==> config.mk <==
export PLATFORM = sky130hd
export DESIGN_NAME = ctrl_hazard_sb
export DESIGN_NICKNAME = d
export VERILOG_FILES = /design/src/rtl/ctrl_hazard_sb.sv
export SDC_FILE = /design/constraint.sdc
export NUM_CORES = 1
export LEC_CHECK = 0
export ABC_AREA = 1
export CAP_MARGIN = 20
export CELL_PAD_IN_SITES_DETAIL_PLACEMENT = 0
export CELL_PAD_IN_SITES_GLOBAL_PLACEMENT = 1
export CORE_MARGIN = 10
export CORE_UTILIZATION = 38
export CTS_CLUSTER_SIZE = 25
export DETAILED_ROUTE_END_ITERATION = 8
export GPL_TIMING_DRIVEN = 0
export PLACE_DENSITY = 0.94
export RECOVER_POWER = 100
export SKIP_LAST_GASP = 1
export SLEW_MARGIN = 25
export SYNTH_ARGS = -nofsm -noshare
export SYNTH_HDL_FRONTEND = slang
export SYNTH_SLANG_ARGS = --single-unit
export TNS_END_PERCENT = 1
==> constraint.sdc <==
create_clock -name clk -period 3.32 [get_ports clk]
set_input_delay 0.498 -clock clk [delete_from_list [all_inputs] [get_ports clk]]
set_output_delay 0.498 -clock clk [all_outputs]
set_load 0.03 [all_outputs]
==> src/rtl/ctrl_hazard_sb.sv <==
// ctrl_hazard_sb: D-stage hazard scoreboard for the pipelined MIPS core.
// Per-stage producer records {v, a3, tnew} shift down the pipeline every
// cycle and age tnew toward zero. Each D-stage source is checked against
// them to pick the youngest forwarding stage and to detect data hazards.
// Optional feature macro: HAZ_MDU_EN builds the multiply/divide unit
// occupancy counter and the HI/LO hazard. Without it md_busy is tied low.
module ctrl_hazard_sb #(
  parameter int N_STAGE  = 3,
  parameter int N_SRC    = 2,
  parameter int REG_AW   = 5,
  parameter int TW       = 2,
  parameter int MULT_CYC = 5,
  parameter int DIV_CYC  = 10,
  parameter int SW       = $clog2(N_STAGE + 1)
) (
  input  logic                    clk,
  input  logic                    reset_n,
  input  logic [N_SRC*REG_AW-1:0] src_a,
  input  logic [N_SRC*TW-1:0]     src_tuse,
  input  logic                    dst_we,
  input  logic [REG_AW-1:0]       dst_a3,
  input  logic [TW-1:0]           dst_tnew,
  input  logic                    md_start,
  input  logic                    md_is_div,
  input  logic                    md_use,
  output logic                    stall,
  output logic [N_SRC*SW-1:0]     fwd_stage,
  output logic                    md_busy
);

  // Producer records, index 1 = E stage, index N_STAGE = W stage.
  logic              v_r    [1:N_STAGE];
  logic [REG_AW-1:0] a3_r   [1:N_STAGE];
  logic [TW-1:0]     tnew_r [1:N_STAGE];

  logic [N_SRC-1:0]  data_haz_s;
  logic              md_haz_s;

  // One match/hazard slice per D-stage source operand.
  for (genvar gi = 0; gi < N_SRC; gi++) begin : g_src
    logic [REG_AW-1:0] addr_s;
    logic [TW-1:0]     tuse_s;
    logic              used_s;
    logic              hit_s;
    logic [SW-1:0]     sel_s;
    logic [TW-1:0]     sel_tnew_s;

    assign addr_s = src_a[gi*REG_AW +: REG_AW];
    assign tuse_s = src_tuse[gi*TW +: TW];
    assign used_s = (tuse_s != {TW{1'b1}});

    // Scan oldest to youngest so the lowest-index match is the one kept.
    always_comb begin
      hit_s      = 1'b0;
      sel_s      = {SW{1'b0}};
      sel_tnew_s = {TW{1'b0}};
      for (int k = N_STAGE; k >= 1; k--) begin
        if (used_s && v_r[k] && (a3_r[k] != {REG_AW{1'b0}}) && (a3_r[k] == addr_s)) begin
          hit_s      = 1'b1;
          sel_s      = SW'(k);
          sel_tnew_s = tnew_r[k];
        end else begin
          hit_s      = hit_s;
        end
      end
    end

    assign fwd_stage[gi*SW +: SW] = sel_s;
    assign data_haz_s[gi]         = hit_s && (sel_tnew_s > tuse_s);
  end

  assign stall = (|data_haz_s) || md_haz_s;

  // Shift records down the pipe, aging tnew; E takes the D instruction or a bubble.
  always_ff @(posedge clk) begin
    if (!reset_n) begin
      for (int k = 1; k <= N_STAGE; k++) begin
        v_r[k]    <= 1'b0;
        a3_r[k]   <= {REG_AW{1'b0}};
        tnew_r[k] <= {TW{1'b0}};
      end
    end else begin
      if (stall) begin
        v_r[1]    <= 1'b0;
        a3_r[1]   <= {REG_AW{1'b0}};
        tnew_r[1] <= {TW{1'b0}};
      end else begin
        v_r[1]    <= dst_we && (dst_a3 != {REG_AW{1'b0}});
        a3_r[1]   <= dst_a3;
        tnew_r[1] <= dst_tnew;
      end
      for (int k = 2; k <= N_STAGE; k++) begin
        v_r[k]    <= v_r[k-1];
        a3_r[k]   <= a3_r[k-1];
        tnew_r[k] <= (tnew_r[k-1] == {TW{1'b0}}) ? {TW{1'b0}} : (tnew_r[k-1] - TW'(1));
      end
    end
  end

`ifdef HAZ_MDU_EN
  localparam int CW = $clog2(DIV_CYC + 1);

  logic          md_flag_r;
  logic          md_div_r;
  logic [CW-1:0] md_cnt_r;

  // Flag the cycle an MDU op sits in E, then load and run down the busy count.
  always_ff @(posedge clk) begin
    if (!reset_n) begin
      md_flag_r <= 1'b0;
      md_div_r  <= 1'b0;
      md_cnt_r  <= {CW{1'b0}};
    end else begin
      md_flag_r <= md_start && !stall;
      md_div_r  <= md_is_div;
      if (md_flag_r) begin
        md_cnt_r <= md_div_r ? CW'(DIV_CYC) : CW'(MULT_CYC);
      end else if (md_cnt_r != {CW{1'b0}}) begin
        md_cnt_r <= md_cnt_r - CW'(1);
      end else begin
        md_cnt_r <= {CW{1'b0}};
      end
    end
  end

  assign md_busy  = (md_cnt_r != {CW{1'b0}});
  assign md_haz_s = md_use && (md_busy || md_flag_r);
`else
  logic unused_md_s;

  assign unused_md_s = ^{md_start, md_is_div, md_use};
  assign md_busy     = 1'b0;
  assign md_haz_s    = 1'b0;
`endif

endmodule

# Word-level counts from Yosys, hierarchy flattened
# Memories as Yosys holds them, arrays and structs flattened.
# Cells that the tools add are included.
[op_classes]
n_mux = 40
n_reduce_logical = 28
bitwise_logic = 12
div_mod_pow = 0
n_lt_le_gt_ge = 2
multipliers = 0
n_eq_ne = 8
addsub = 2
n_shift = 0
[ops]
columns = ["cell", "n"]
rows = [
  ["$mux W2", 18],
  ["$eq A5 B5 Y1", 6],
  ["$logic_and A1 B1 Y1", 21],
  ["$mux W5", 4],
  ["$reduce_bool A5 Y1", 4],
  ["$mux W1", 18],
  ["$or A1 B1 Y1", 12],
  ["$gt A2 B2 Y1", 2],
  ["$logic_not A2 Y1", 2],
  ["$ne A2 B2 Y1 const B", 2],
  ["$sub A2 B1 Y2 const B", 2],
  ["$reduce_or A2 Y1", 1],
]
[word_totals]
elab_cells = 95
regBits = 0
ramBits = 24
in_bits = 27
mem_count = 3
mem_bits_ro = 0
latchBits = 0
output_inout_bits = 6
[mem_list]
columns = ["name", "depth", "word_bits", "rd", "rd_clocked_by_memory_dff", "write_ports", "line", "rtl"]
rows = [
  ["a3_r", 3, 5, 3, 0, 3, "33", "logic [REG_AW-1:0] a3_r [1:N_STAGE];"],
  ["tnew_r", 3, 2, 3, 0, 3, "34", "logic [TW-1:0] tnew_r [1:N_STAGE];"],
  ["v_r", 3, 1, 3, 0, 3, "32", "logic v_r [1:N_STAGE];"],
]

# Longest topological paths before layout
[logic_depth]
depth_word = 15
mapped_depth = 17
mapped_depth_nobuf = 17

# Least setup slack after synthesis
# Ideal clock, no wire load.
[synth_path]
path_kind = "register to output"
start = "register, netlist name a3_r[0][5]"
end = "output port stall"
path_slack_ns = 0.860
n_path_buf = 0
path_stages_with_launch = 13
t_required_ns = 2.822
arrival_time_ns = 1.962
cell_sequence = "edfxtp_1 > or2_0 > nor2_1 > nor2_1 > nand2_2 > inv_1 > a21oi_1 > a21oi_1 > ha_1 > a21oi_1 > a21oi_1 > nand2_2 > nand2_1"
[synth_rtl]
columns = ["item", "line", "rtl"]
rows = [
  ["to (decl)", "26", "output logic stall,"],
]

# Final worst setup path
[layout_path]
start = "input port src_tuse[2]"
end = "output port stall"
[layout_via]
elab_chain_len = 10
word_cells_on_any_way = 19
cone_classes = "order compare: 1; eq/ne: 1; mux: 6; reduce/logical: 11"
[layout_rtl]
columns = ["item", "line", "rtl"]
rows = [
  ["from (decl)", "19", "input logic [N_SRC*TW-1:0] src_tuse,"],
  ["$ne A2 B2 Y1", "50", "assign used_s = (tuse_s != {TW{1'b1}});"],
  ["$logic_and A1 B1 Y1 (3 in a row)", "58", "if (used_s && v_r[k] && (a3_r[k] != {REG_AW{1'b0}}) && (a3_r[k] == addr_s)) begin"],
  ["$mux W2 (3 in a row)", "58", ""],
  ["$gt A2 B2 Y1", "69", "assign data_haz_s[gi] = hit_s && (sel_tnew_s > tuse_s);"],
  ["$logic_and A1 B1 Y1 *", "69", ""],
  ["$reduce_or A2 Y1 *", "72", "assign stall = (|data_haz_s) || md_haz_s;"],
]
# Mark *: on every way between the ends. The rest lies on a longest branch, timed or not.

==> out/metrics.csv <==
metric;value;unit
syn-instance-count;245;
globalplace.congestion;0.8280;
numCtsBuffers;3;
count_of_clock_tree_sinks;24;
grt_util_all_layers;10.31;%
number_of_global_route_vias_before_repair;1493;
port_buffers;28;
setup_viol;0;
die-area;7297;um2
power-per-cell-area;309.0;nW/um2
cts_tree;built;
number_of_antenna_violations_at_the_first_check_in_global_routing;0;
crit_start;src_tuse[2];
total_number_of_placement_rows;23;
unrepaired_setup_endpoints_after_global_routing;no;
worst-endpoint-required;2.82;ns
drt-initial-drc-count;85;
vias_after_detailed_routing;1501;
globalRoute.totalOverflow;0;
grt_pass1_wl;6258;um
drt-wirelength-per-cell;11.02;um
cap_viol_max_count;0;
setup.worst_path.end;stall;
cp-end-kind;primary output;
power_leakage;1.182;nW
rr_startpoint;a3_r[0][5];
grt_max_degree;13;
synth.yosys.warnings;0;
clockBufferDepth;2;
status;finished clean;
post_cts.resized_instances;5;
area_growth_syn_to_layout;27.15;%
length_of_the_first_detailed_routing_pass_in_iterations;4;
io-pin-count;33;
worstSkewPairLatency;0.27;ns
synth.top_cells.by_area;sky130_fd_sc_hd__dfxtp_1 (20%), sky130_fd_sc_hd__nand2_1 (15%), sky130_fd_sc_hd__edfxtp_1 (15%), sky130_fd_sc_hd__inv_1 (13%), sky130_fd_sc_hd__xnor2_1 (9.2%);
final.fill_count;435;
setup_tns;0;ns
synth.top_cell.area_share;19.69;%
synth-seq-area-share;34.46;%
chipWidth;85.43;um
cts.repair_timing.setup_buffer_count;0;
detail_route.wirelength;3669;um
synth.ff_latch_count;24;
peakVddDrop;0.1794;mV
dieHeight;85.43;um
routed_via_density;4.508;
clock-root-buffer;sky130_fd_sc_hd__clkbuf_8;
slew_viol_final;0;
worst_ep_arrival_time;2.57;ns
clock-skew-final;0.002857;ns
finalHoldViolations;0;
type_of_the_setup_path_with_the_least_slack;input pin to primary output;
rr_worst_depth;13;
drt.antenna.violating_nets;0;
synth_area_leader;sky130_fd_sc_hd__dfxtp_1;
r2r-end;a3_r[0][7];
timing.fmax;0.3259;GHz
clk_pin_slew_worst_paths;0.09;ns
synth.distinct_cells;22;
cts.htree.levels;1;
setup.reg_to_reg.worst_slack;0.84;ns
hold_path.class;flip-flop to flip-flop;
finalCriticalPeriod;3.069;ns
place.detailed.hpwl;3118;um
final-seq-area;560.5;um2
multiInputGateArea;883.3;um2
post-route-period-util;92.43;%
worst_setup_path_start_kind;input pin;
peak_fanout_along_the_critical_path;4;
drive_gt1_share;6.714;%
synth.cell_area;1627;um2
drc;0;
totalPowerFinal;0.0006390;W
floorplan.core_area;4058;um2
initial_utilization;40.09;%
postSynthAreaPerCell;6.639;um2
cts.hold.buffers_added;0;
n_antenna_cell;0;
num-nets-final;318;
## layer usage
metal  routed length [um]  GRT usage [%]  up-vias
li1                     -              -      803
met1                 1720          11.88      665
met2                 1725          17.71       26
met3                  161          2.677        7
met4                   61          3.892        0
met5                    0              0        -
## critical path: stages
cell                              delay, ns
sky130_fd_sc_hd__clkdlybuf4s50_1       0.45
sky130_fd_sc_hd__nand2_1               0.11
sky130_fd_sc_hd__nand4_1               0.10
sky130_fd_sc_hd__nor2_1                0.17
sky130_fd_sc_hd__nand2_2               0.10
sky130_fd_sc_hd__inv_1                 0.08
sky130_fd_sc_hd__nand3_1               0.06
sky130_fd_sc_hd__a21oi_1               0.16
sky130_fd_sc_hd__ha_1                  0.27
sky130_fd_sc_hd__a21oi_1               0.19
sky130_fd_sc_hd__a21oi_2               0.06
sky130_fd_sc_hd__nand2_2               0.08
sky130_fd_sc_hd__nand2_1               0.05
sky130_fd_sc_hd__clkbuf_4              0.18
## synth_stat cells, drive strengths merged
| cell | instances |
|---|---|
| nand2 | 69 |
| inv | 55 |
| nor2 | 31 |
| xnor2 | 17 |
| dfxtp | 16 |
| a21oi | 12 |
| edfxtp | 8 |
| nand3 | 8 |
| ha | 6 |
| nand4 | 6 |
| o21ai | 5 |
| nor3 | 4 |
| conb | 2 |
| and2 | 1 |
| buf | 1 |
| clkbuf | 1 |
| nand3b | 1 |
| o22ai | 1 |
| or2 | 1 |
## worst min-delay path by stage
| stage | startpoint | endpoint | slack [ns] | cells after the start |
|---|---|---|---|---|
| CTS | v_r[0][2] | v_r[0][3] | 0.45 | 2 |
| global route | v_r[0][2] | v_r[0][3] | 0.48 | 2 |
| finish | v_r[0][2] | v_r[0][3] | 0.45 | 2 |
| global placement | v_r[0][2] | v_r[0][3] | 0.44 | 2 |
| floorplan | v_r[0][2] | v_r[0][3] | 0.42 | 2 |
| detailed placement | v_r[0][2] | v_r[0][3] | 0.44 | 2 |
## final cells by class
type	instances	area share (%)
Inverter	55	9.982
Multi-Input combinational cell	171	42.71
Timing Repair Buffer	28	14.64
Tap cell	50	3.025
Buffer	2	0.5445
Clock buffer	3	1.996
Sequential cell	24	27.10
## power breakdown
part / total, W / leakage [nW] / internal, W / switching [W]
combinational: 0.000123 / 0.946 / 0.0000603 / 0.0000625
clock: 0.000182 / 0.0216 / 0.0000815 / 0.000101
sequential: 0.000334 / 0.214 / 0.000319 / 0.0000150
total: 0.000639 / 1.18 / 0.000461 / 0.000178
## stage by stage
stage,setup WS (ns),hold WS [ns],instances,util [%],instance area [um2]
after floorplan,0.8604,0.4208,252,-,1653
after global placement,-0.3828,0.4429,330,49.18,1996
after detailed placement,-0.3842,0.4398,330,49.18,1996
after CTS,0.08650,0.4522,333,50.08,2032
after global routing,0.04147,0.4843,333,50.97,2068
final,0.2513,0.4524,333,50.97,2068
## cell usage in the layout (no fill, tap or decap), types with 2 or more instances in the layout
| cell type | n |
|---|---|
| sky130_fd_sc_hd__dfxtp_1 | 16 |
| sky130_fd_sc_hd__edfxtp_1 | 8 |
| sky130_fd_sc_hd__nand4_1 | 6 |
| sky130_fd_sc_hd__nand2_1 | 60 |
| sky130_fd_sc_hd__dlymetal6s2s_1 | 10 |
| sky130_fd_sc_hd__clkdlybuf4s50_1 | 12 |
| sky130_fd_sc_hd__conb_1 | 9 |
| sky130_fd_sc_hd__xnor2_1 | 17 |
| sky130_fd_sc_hd__nand3_1 | 6 |
| sky130_fd_sc_hd__nor3_1 | 4 |
| sky130_fd_sc_hd__o21ai_0 | 5 |
| sky130_fd_sc_hd__ha_1 | 6 |
| sky130_fd_sc_hd__inv_1 | 55 |
| sky130_fd_sc_hd__nor2_2 | 2 |
| sky130_fd_sc_hd__nor2_1 | 29 |
| sky130_fd_sc_hd__nand3_2 | 2 |
| sky130_fd_sc_hd__dlygate4sd3_1 | 5 |
| sky130_fd_sc_hd__clkbuf_8 | 3 |
| sky130_fd_sc_hd__a21oi_1 | 11 |
| sky130_fd_sc_hd__nand2_2 | 9 |
## kinds of logic (layout without fill, tap and decap cells)
group | after synthesis | count (layout) | share of synthesized area [%]
AND/OR/NAND/NOR | 121 | 121 | 32.31
other | 2 | 9 | 0.4617
adder cells (fa/ha/maj) | 6 | 6 | 4.615
XOR/XNOR | 17 | 17 | 9.154
flip-flops | 24 | 24 | 34.46
AO/OA/AOI/OAI | 18 | 18 | 5.616
buffers and inverters | 57 | 88 | 13.38
## state kept, by name, indices dropped and copies added, names as in the netlist
name,flops
tnew_r,6
a3_r,15
v_r,3
(Power assumes the default switching activity.)
